### src/rtl/dmem_arb_pkg.sv
// Shared types for the data-memory arbiter.
//   arb_state_t : arbiter FSM state (IDLE, OWN0, OWN1)
//   port_t      : requester index, 0 = processor data port, 1 = loader port
//   own_state() : maps a port index to the state in which that port owns memory
package dmem_arb_pkg;

    typedef enum logic [1:0] {
        IDLE = 2'd0,
        OWN0 = 2'd1,
        OWN1 = 2'd2
    } arb_state_t;

    typedef logic port_t;

    function automatic arb_state_t own_state(input port_t p);
        return p ? OWN1 : OWN0;
    endfunction

endpackage

### src/rtl/dmem_arbiter_rr_pick.sv
// Round-robin tie-break between two requesters.
//   req0, req1 : pending requests
//   last       : port that most recently gave up ownership
//   winner     : port to grant (meaningful only when any=1)
//   any        : at least one request is pending
module rr_pick
    import dmem_arb_pkg::*;
(
    input  logic  req0,
    input  logic  req1,
    input  port_t last,
    output port_t winner,
    output logic  any
);

    always_comb begin
        any = req0 | req1;
        // On a tie the port that did not own memory most recently wins.
        if (req0 && req1) begin
            winner = ~last;
        end else begin
            winner = req1;
        end
    end

endmodule

### src/rtl/dmem_arbiter.sv
// Two-port arbiter in front of a single-port data memory (async read,
// sync write). Round-robin between the ports, with locked bursts capped
// at MAX_BURST consecutive beats per ownership.
//   clk, reset          : clock (rising edge), asynchronous active-high reset
//   reqN, weN, lockN    : request, write enable, burst lock for port N
//   addrN, wdN          : byte address and write data for port N
//   gntN                : port N owns memory; a beat completes when reqN && gntN
//   rdN                 : read data for port N, valid while gntN, else 0
//   mem_we/mem_a/mem_wd : to dmem; mem_rd : combinational read data from dmem
//   busy                : arbiter is not idle
module dmem_arbiter
    import dmem_arb_pkg::*;
#(
    parameter int DATA_W    = 32,
    parameter int ADDR_W    = 32,
    parameter int MAX_BURST = 8
) (
    input  logic              clk,
    input  logic              reset,
    input  logic              req0,
    input  logic              we0,
    input  logic              lock0,
    input  logic [ADDR_W-1:0] addr0,
    input  logic [DATA_W-1:0] wd0,
    input  logic              req1,
    input  logic              we1,
    input  logic              lock1,
    input  logic [ADDR_W-1:0] addr1,
    input  logic [DATA_W-1:0] wd1,
    output logic              gnt0,
    output logic              gnt1,
    output logic [DATA_W-1:0] rd0,
    output logic [DATA_W-1:0] rd1,
    output logic              mem_we,
    output logic [ADDR_W-1:0] mem_a,
    output logic [DATA_W-1:0] mem_wd,
    input  logic [DATA_W-1:0] mem_rd,
    output logic              busy
);

    localparam int CNT_W = $clog2(MAX_BURST) + 1;
    localparam logic [CNT_W-1:0] CNT_LAST = CNT_W'(MAX_BURST - 1);
    localparam logic [CNT_W-1:0] CNT_MAX  = {CNT_W{1'b1}};

    arb_state_t       state;
    port_t            last;
    logic [CNT_W-1:0] beat_cnt;

    port_t pick_winner;
    logic  pick_any;

    port_t owner;
    logic  own_req;
    logic  own_lock;
    logic  other_req;

    function automatic logic [CNT_W-1:0] sat_inc(input logic [CNT_W-1:0] v);
        return (v == CNT_MAX) ? v : v + 1'b1;
    endfunction

    rr_pick u_rr_pick (
        .req0   (req0),
        .req1   (req1),
        .last   (last),
        .winner (pick_winner),
        .any    (pick_any)
    );

    // Owner-relative view of the two ports; only meaningful outside IDLE.
    assign owner     = (state == OWN1);
    assign own_req   = owner ? req1  : req0;
    assign own_lock  = owner ? lock1 : lock0;
    assign other_req = owner ? req0  : req1;

    always_ff @(posedge clk or posedge reset) begin
        if (reset) begin
            state    <= IDLE;
            last     <= 1'b1;
            beat_cnt <= '0;
        end else begin
            case (state)
                IDLE: begin
                    beat_cnt <= '0;
                    if (pick_any) begin
                        state <= own_state(pick_winner);
                    end
                end
                OWN0, OWN1: begin
                    if (own_req) begin
                        // A beat completes this cycle. The lock holds ownership only
                        // until the cap; the capping beat hands over if contended.
                        // With no contender the owner keeps memory even if it goes
                        // quiet; the idle return happens on the following no-beat cycle.
                        if (own_lock && (beat_cnt < CNT_LAST)) begin
                            beat_cnt <= sat_inc(beat_cnt);
                        end else if (other_req) begin
                            state    <= own_state(~owner);
                            beat_cnt <= '0;
                            last     <= owner;
                        end else begin
                            beat_cnt <= '0;
                        end
                    end else begin
                        state    <= other_req ? own_state(~owner) : IDLE;
                        beat_cnt <= '0;
                        last     <= owner;
                    end
                end
                default: begin
                    state    <= IDLE;
                    beat_cnt <= '0;
                end
            endcase
        end
    end

    // Grants and the memory mux decode from the state register only, so an
    // asynchronous reset removes the grant and the write strobe immediately.
    assign gnt0 = (state == OWN0);
    assign gnt1 = (state == OWN1);
    assign busy = (state != IDLE);

    always_comb begin
        mem_we = 1'b0;
        mem_a  = '0;
        mem_wd = '0;
        rd0    = '0;
        rd1    = '0;
        case (state)
            OWN0: begin
                mem_we = req0 & we0;
                mem_a  = addr0;
                mem_wd = wd0;
                rd0    = mem_rd;
            end
            OWN1: begin
                mem_we = req1 & we1;
                mem_a  = addr1;
                mem_wd = wd1;
                rd1    = mem_rd;
            end
            default: begin
                mem_we = 1'b0;
            end
        endcase
    end

endmodule

### config.mk
export PLATFORM = sky130hd
export DESIGN_NAME = dmem_arbiter
export DESIGN_NICKNAME = d
export VERILOG_FILES = /design/src/rtl/dmem_arb_pkg.sv /design/src/rtl/dmem_arbiter_rr_pick.sv /design/src/rtl/dmem_arbiter.sv
export SDC_FILE = /design/constraint.sdc
export NUM_CORES = 1
export LEC_CHECK = 0
export ABC_CLOCK_PERIOD_IN_PS = 1800
export CAP_MARGIN = 20
export CORE_AREA = 4 4 116 118
export CTS_BUF_LIST = sky130_fd_sc_hd__clkbuf_8 sky130_fd_sc_hd__clkbuf_16
export CTS_CLUSTER_SIZE = 10
export DETAILED_ROUTE_END_ITERATION = 10
export DIE_AREA = 0 0 120 122
export DONT_BUFFER_PORTS = 1
export SETUP_SLACK_MARGIN = 0.15
export SYNTH_ARGS = -nofsm -noshare
export SYNTH_HDL_FRONTEND = slang
export SYNTH_SLANG_ARGS = --single-unit
### constraint.sdc
create_clock -name clk -period 1.8 [get_ports clk]
set_input_delay 0.18 -clock clk [delete_from_list [all_inputs] [get_ports clk]]
set_output_delay 0.18 -clock clk [all_outputs]
set_load 0.05 [all_outputs]
==> flow_metrics.py, run 1 <==
metrics = {
    "run_status": {
        "violations": "setup timing",
        "status": "finished, violations left",
    },
    "cells_and_area": {
        "synthToLayoutAreaGrowth_pct": 103.0,
        "finalInstanceArea_um2": 3272,
        "fin_util": 0.2625,
        "drive_above_1_share": 0.7615,
        "num_antenna_cells": 0,
        "nets": 413,
    },
    "run": {
        "cap_violations": 0,
    },
    "die": {
        "start_util": 0.1293,
        "dieWidth_um": 120,
        "die_h_um": 122,
        "num_rows": 41,
        "core_area_um2": 12470,
        "pin_count": 300,
        "die_area_um2": 14640,
    },
    "clock_tree": {
        "htree_levels": 1,
        "cts_tree": "done",
        "cts_buffer_depth": 2,
        "clk_latency_ns": 0.23,
        "cts-root-buf": "clkbuf_16",
        "cts_sinks": 7,
        "cts_made_buffers": 3,
        "clk_pin_slew_worst_paths_ns": 0.04,
    },
    "route": {
        "postRouteAntennaNets": 0,
        "num_vias": 1882,
        "drt_iter0_drc": 53,
        "wl_mm": 8.638,
        "wl_per_cell_um": 21.02,
        "dr.pass1.iters": 4,
        "drc": 0,
        "viasPerCell": 4.579,
    },
    "sta": {
        "relSlewSlack": 0.7954,
        "period_minus_slack_ns": 1.882,
        "tightest_slew_ns": 0.3066,
        "rsz0062_at_grt": "yes",
        "setup_slack_ns": -0.08172,
        "finalHoldViolCount": 0,
        "skew_ns": 0.003945,
        "period_share": 1.045,
        "setup-violations-final": 60,
        "fmax_mhz": 531.4,
        "slew_violations": 0,
    },
    "synthesis": {
        "synth_nets": 376,
        "avgSynthCellArea_um2": 7.939,
        "synth_warnings": 0,
        "synth_top_area_frac": 0.3478,
        "synth_seq_area_share": 0.1095,
        "async_reset_ff_frac": 1.000,
        "syn_inst": 203,
        "yosysMostFrequentCell": "a22o_1",
        "ys_ff_latch": 7,
        "synth_edf_count": 0,
        "yosys-top-cells-area": "a22o_1 35%, and2_1 24%, dfrtp_1 9.3%",
        "synth_top_area_cell": "a22o_1",
        "synth_common_cells": "64 x a22o_1, 63 x and2_1, 13 x buf_2",
        "synth_ff_type": "dfrtp_1",
        "synth_area_um2": 1612,
        "synth_cell_types": 30,
    },
    "global_routing": {
        "grt_max_degree": 52,
        "antenna_found_initial": 0,
        "track_usage": 0.09225,
        "grt_pass1_wl_mm": 10.97,
        "grt_pass1_vias": 1873,
        "gr-total-overflow": 0,
    },
    "setup_path": {
        "required_ns": 1.62,
        "worstSetupPathType": "reg2out",
        "critPathArrivalTime_ns": 1.70,
        "startpoint": "state[1]",
        "crit_path_start_kind": "flip-flop",
        "r2r_start": "state[0]",
        "critPathCaptureType": "output port",
        "worstPathMaxFanout": 25,
    },
    "power": {
        "leakagePower_nw": 1.532,
        "total_power_mw": 7.994,
        "cellPowerDensity_nw_per_um2": 2443,
        "vdd_drop_max_uv": 754.2,
    },
    "placement": {
        "place_area_um2": 2716,
        "place.gp.congestion": 0.7166,
        "dp_hpwl_mm": 6.766,
        "io_buffers": 0,
    },
    "worst_hold_path": {
        "hold_path_class": "in2reg",
        "hold_path_startpoint": "req1",
    },
}
==> cell families (layout without fill, tap and decap cells) <==
logic type | Yosys count | after routing | share of synthesized area
and+or+nand+nor | 84 | 84 | 0.3408
AOI/OAI and AO/OA | 75 | 75 | 0.3898
buffers and inverters | 28 | 64 | 0.08695
DFF | 7 | 7 | 0.1095
adders and majority gates | 5 | 5 | 0.03882
muxes | 4 | 4 | 0.03416
==> layout by cell type (no fill, tap or decap), drive strengths merged <==
cell type,count
nor2,4
a211oi,1
mux2i,1
nand3,2
nand4,1
inv,5
and2,66
buf,49
nor3,1
mux2,3
dfrtp,6
dfstp,1
a22oi,1
a21o,1
a21bo,1
nand2b,2
a22o,64
nand3b,2
o21ai,1
nand2,2
ha,5
a21oi,6
nor3b,1
or3,1
clkbuf,8
dlygate4sd3,1
nand4b,1
and2b,1
clkinv,1
==> layer usage <==
metal / global-route usage / part of all wire / vias to the layer above
li1: - / - / 818
met3: 0.02832 / 0.097 / 3
met4: 0.01217 / 0.0029 / 0
met1: 0.1054 / 0.36 / 915
met2: 0.1728 / 0.54 / 146
met5: 0 / 0 / -
==> where the power goes <==
group | leakage (nW) | switching (mW) | total, mW | internal [mW]
Sequential | 0.0911 | 0.0261 | 0.231 | 0.205
Clock | 0.0409 | 0.0836 | 0.375 | 0.291
Combinational | 1.40 | 4.85 | 7.39 | 2.54
==> state kept, by name, summed over array words and instances, names as in the netlist <==
signal and count:
beat_cnt 4, state 2, last 1
==> critical path, stage by stage, from the launching register on <==
cell,delay [ns]
dfrtp_1,0.38
buf_4,0.16
ha_4,0.18
and2_4,0.18
clkbuf_16,0.22
a22o_4,0.34
==> final timing paths <==
path | to | slack [ns] | cells after the start
min reg2reg | beat_cnt[0] | 0.47 | 1
max | mem_wd[27] | -0.08 | 5
min in group asynchronous | beat_cnt[1] | 0.33 | 2
max in group asynchronous | last | 1.19 | 2
min | last | 0.13 | 2
max reg2reg | state[1] | -0.01 | 8
==> metrics by stage <==
step | setup slack (ns) | std cells | hold slack [ns] | setup TNS (ns)
CTS | -0.09881 | 405 | 0.1170 | -6.480
floorplan | -0.06535 | 203 | -0.01733 | -0.1985
global placement | 0.09331 | 397 | 0.02341 | 0
detailed placement | 0.05025 | 397 | 0.03481 | 0
finish | -0.08172 | 411 | 0.1270 | -3.137
global route | -0.1201 | 411 | 0.1314 | -5.947
==> timing repair <==
item / in CTS / in global routing
buffers inserted: 3 / 2
hold endpoints to repair: 6 / 0
hold buffers: 1 / 0
cloned: 0 / 4
pin swaps: 4 / 4
resized for setup: 26 / 77
endpoints found under the setup margin: 131 / 133
==> area by class of cell <==
| class | count | area, um2 |
|---|---|---|
| clock buffers | 3 | 75.07 |
| clock inverters | 1 | 5.005 |
| flip-flops and latches | 7 | 176.4 |
| multi-input cells | 168 | 2047 |
| well taps | 172 | 215.2 |
| inverters | 5 | 18.77 |
| repair buffers | 55 | 734.5 |
| fillers | 1294 | 9194 |
(Power assumes the default switching activity.)
==> run 2: changes to the inputs <==
--- a/config.mk
+++ b/config.mk
@@ -5,7 +5,7 @@
 export SDC_FILE = /design/constraint.sdc
 export NUM_CORES = 1
 export LEC_CHECK = 0
-export ABC_CLOCK_PERIOD_IN_PS = 1800
+export ABC_CLOCK_PERIOD_IN_PS = 2230
 export CAP_MARGIN = 20
 export CORE_AREA = 4 4 116 118
 export CTS_BUF_LIST = sky130_fd_sc_hd__clkbuf_8 sky130_fd_sc_hd__clkbuf_16
@@ -13,6 +13,7 @@
 export DETAILED_ROUTE_END_ITERATION = 10
 export DIE_AREA = 0 0 120 122
 export DONT_BUFFER_PORTS = 1
+export MAX_ROUTING_LAYER = met4
 export SETUP_SLACK_MARGIN = 0.15
 export SYNTH_ARGS = -nofsm -noshare
 export SYNTH_HDL_FRONTEND = slang
==> constraint.sdc (replaced) <==
create_clock -name clk -period 2.23 [get_ports clk]
set_input_delay 0.223 -clock clk [delete_from_list [all_inputs] [get_ports clk]]
set_output_delay 0.223 -clock clk [all_outputs]
set_load 0.05 [all_outputs]
==> flow_metrics.py, run 2 (synthesis gave the netlist of run 1 again) <==
metrics = {
    "run_status": {
        "status": "completed",
    },
    "route": {
        "dr.pass1.iters": 4,
        "drt_iter0_drc": 90,
        "num_vias": 2114,
        "wl_mm": 10.07,
        "wl_per_cell_um": 21.43,
        "drc": 0,
        "postRouteAntennaNets": 0,
        "viasPerCell": 4.498,
    },
    "power": {
        "comb_power_share": 0.928,
        "vdd_drop_max_uv": 874.0,
        "leakagePower_nw": 1.594,
        "p_sw_frac": 0.5871,
        "pwr-share-clk": 0.044,
        "cellPowerDensity_nw_per_um2": 1988,
        "power.switching_mw": 4.090,
        "p_int_mw": 2.877,
        "pwr-share-seq": 0.028,
    },
    "sta": {
        "slew_violations": 0,
        "fin_tns_setup_ns": 0,
        "fmax_mhz": 488.0,
        "tightest_slew_ns": 0.3785,
        "skew_ns": 0.003437,
        "setup-violations-final": 0,
        "rsz0062_at_grt": "yes",
        "period_share": 0.9189,
        "finalHoldViolCount": 0,
        "period_minus_slack_ns": 2.049,
        "relSlewSlack": 0.7476,
    },
    "cells_and_area": {
        "top_register": "beat_cnt",
        "final_cell_mix": "66 x buf_4, 61 x and2_1, 42 x a22o_2, 41 x buf_12, 18 x a22o_4",
        "multi_input_area_um2": 1545,
        "fillCellCount": 1287,
        "synthToLayoutAreaGrowth_pct": 117.5,
        "largest_reg_flops": 4,
        "drive_above_1_share": 0.6577,
        "top_regs": "beat_cnt (4), state (2), last (1)",
        "final_cells": 470,
        "nets": 472,
        "finalInstanceArea_um2": 3505,
        "final_common_cell": "buf_4",
        "regArea_um2": 177.7,
        "num_antenna_cells": 0,
    },
    "global_routing": {
        "antenna_found_initial": 0,
        "track_usage": 0.1079,
        "grt_max_degree": 66,
        "grt_pass1_wl_mm": 12.19,
        "grt_pass1_vias": 2103,
        "gr-total-overflow": 0,
    },
    "worst_hold_path": {
        "worstHoldEndpoint": "last",
        "hold_path_class": "in2reg",
        "hold_path_startpoint": "req1",
        "holdPathStages": 2,
    },
    "die": {
        "start_util": 0.1293,
        "pin_count": 300,
        "dieWidth_um": 120,
        "die_area_um2": 14640,
        "die_h_um": 122,
        "num_rows": 41,
        "core_area_um2": 12470,
    },
    "placement": {
        "dp_hpwl_mm": 7.321,
        "place_area_um2": 3089,
        "dpl.cell_count": 457,
        "io_buffers": 0,
        "place.gp.congestion": 0.7795,
    },
    "setup_path": {
        "reg2regPathDepth": 7,
        "worstSetupPathType": "reg2out",
        "crit_chain": "inv_2 -> ha_4 -> and2_4 -> buf_12 -> a22o_2 -> buf_12",
        "critPathCaptureType": "output port",
        "required_ns": 2.01,
        "critPathArrivalTime_ns": 1.83,
        "crit_buf_inv": 3,
        "r2r_slack_ns": 0.29,
        "r2r_end": "state[1]",
        "r2r_start": "state[1]",
        "max_stage_delay_ns": 0.43,
        "crit_path_start_kind": "flip-flop",
        "critPathSlowestCell": "dfrtp_2",
        "worstPathMaxFanout": 17,
        "crit_top_cell": "buf_12",
        "crit_family": "flip-flops",
    },
    "clock_tree": {
        "cts_tree": "done",
        "clk_pin_slew_worst_paths_ns": 0.04,
        "htree_levels": 1,
        "cts_made_buffers": 3,
        "clk_latency_ns": 0.23,
        "cts_buffer_depth": 2,
        "cts-root-buf": "clkbuf_16",
        "cts_sinks": 7,
    },
    "run": {
        "cap_violations": 0,
    },
}
## run 2: final cells by class
| class | instances | share of cell area |
|---|---|---|
| Sequential cell | 7 | 0.05070 |
| Inverter | 5 | 0.005355 |
| Timing Repair Buffer | 114 | 0.4188 |
| Tap cell | 172 | 0.06141 |
| Clock inverter | 1 | 0.001428 |
| Multi-Input combinational cell | 168 | 0.4409 |
| Clock buffer | 3 | 0.02142 |
## run 2: repair_timing
action                                 CTS  global route
cloned                                   2             4
setup endpoints to repair               67            68
hold buffers                             1             0
endpoints found under the hold margin    6             0
setup buffers                            2             0
resized for setup                       13            16
pin swaps                                0             1
## run 2: power by group through the flow
| stage | logic [mW] | registers [mW] | clock network [mW] |
|---|---|---|---|
| floorplan | 4.05 | 0.189 | 0 |
| global placement | 5.88 | 0.194 | 0 |
| detailed placement | 5.94 | 0.198 | 0 |
| CTS | 6.23 | 0.196 | 0.309 |
| global route | 6.69 | 0.203 | 0.319 |
| finish | 6.46 | 0.198 | 0.306 |
## run 2: worst max-delay path by stage
| stage | cells past startpoint | startpoint | slack, ns | end |
|---|---|---|---|---|
| after floorplan | 8 | state[0] | 0.17 | mem_we |
| after global placement | 7 | state[0] | 0.22 | state[0] |
| after detailed placement | 7 | state[0] | 0.14 | state[0] |
| after CTS | 6 | state[1] | 0.12 | mem_a[20] |
| after global routing | 6 | state[1] | 0.11 | mem_a[20] |
| final | 6 | state[1] | 0.18 | mem_wd[2] |
## run 2: through the flow
stage	setup WS [ns]	total power [mW]	utilization	hold slack [ns]
2_1_floorplan	0.1714	4.236	-	0.02567
3_3_place_gp	0.2180	6.075	0.2478	0.05488
3_5_place_dp	0.1363	6.141	0.2478	0.06421
4_1_cts	0.1224	6.732	0.2660	0.1557
5_1_grt	0.1149	7.212	0.2811	0.1660
6_report	0.1809	6.967	0.2811	0.1598
## run 2: metal layers
metal | part of all wire | up-vias | GRT usage | routed length (um)
li1 | - | 945 | - | -
met3 | 0.076 | 0 | 0.02507 | 766
met2 | 0.57 | 155 | 0.2086 | 5702
met1 | 0.36 | 1014 | 0.1188 | 3605
met5 | 0 | - | - | 0
met4 | 0 | 0 | 0.002863 | 0
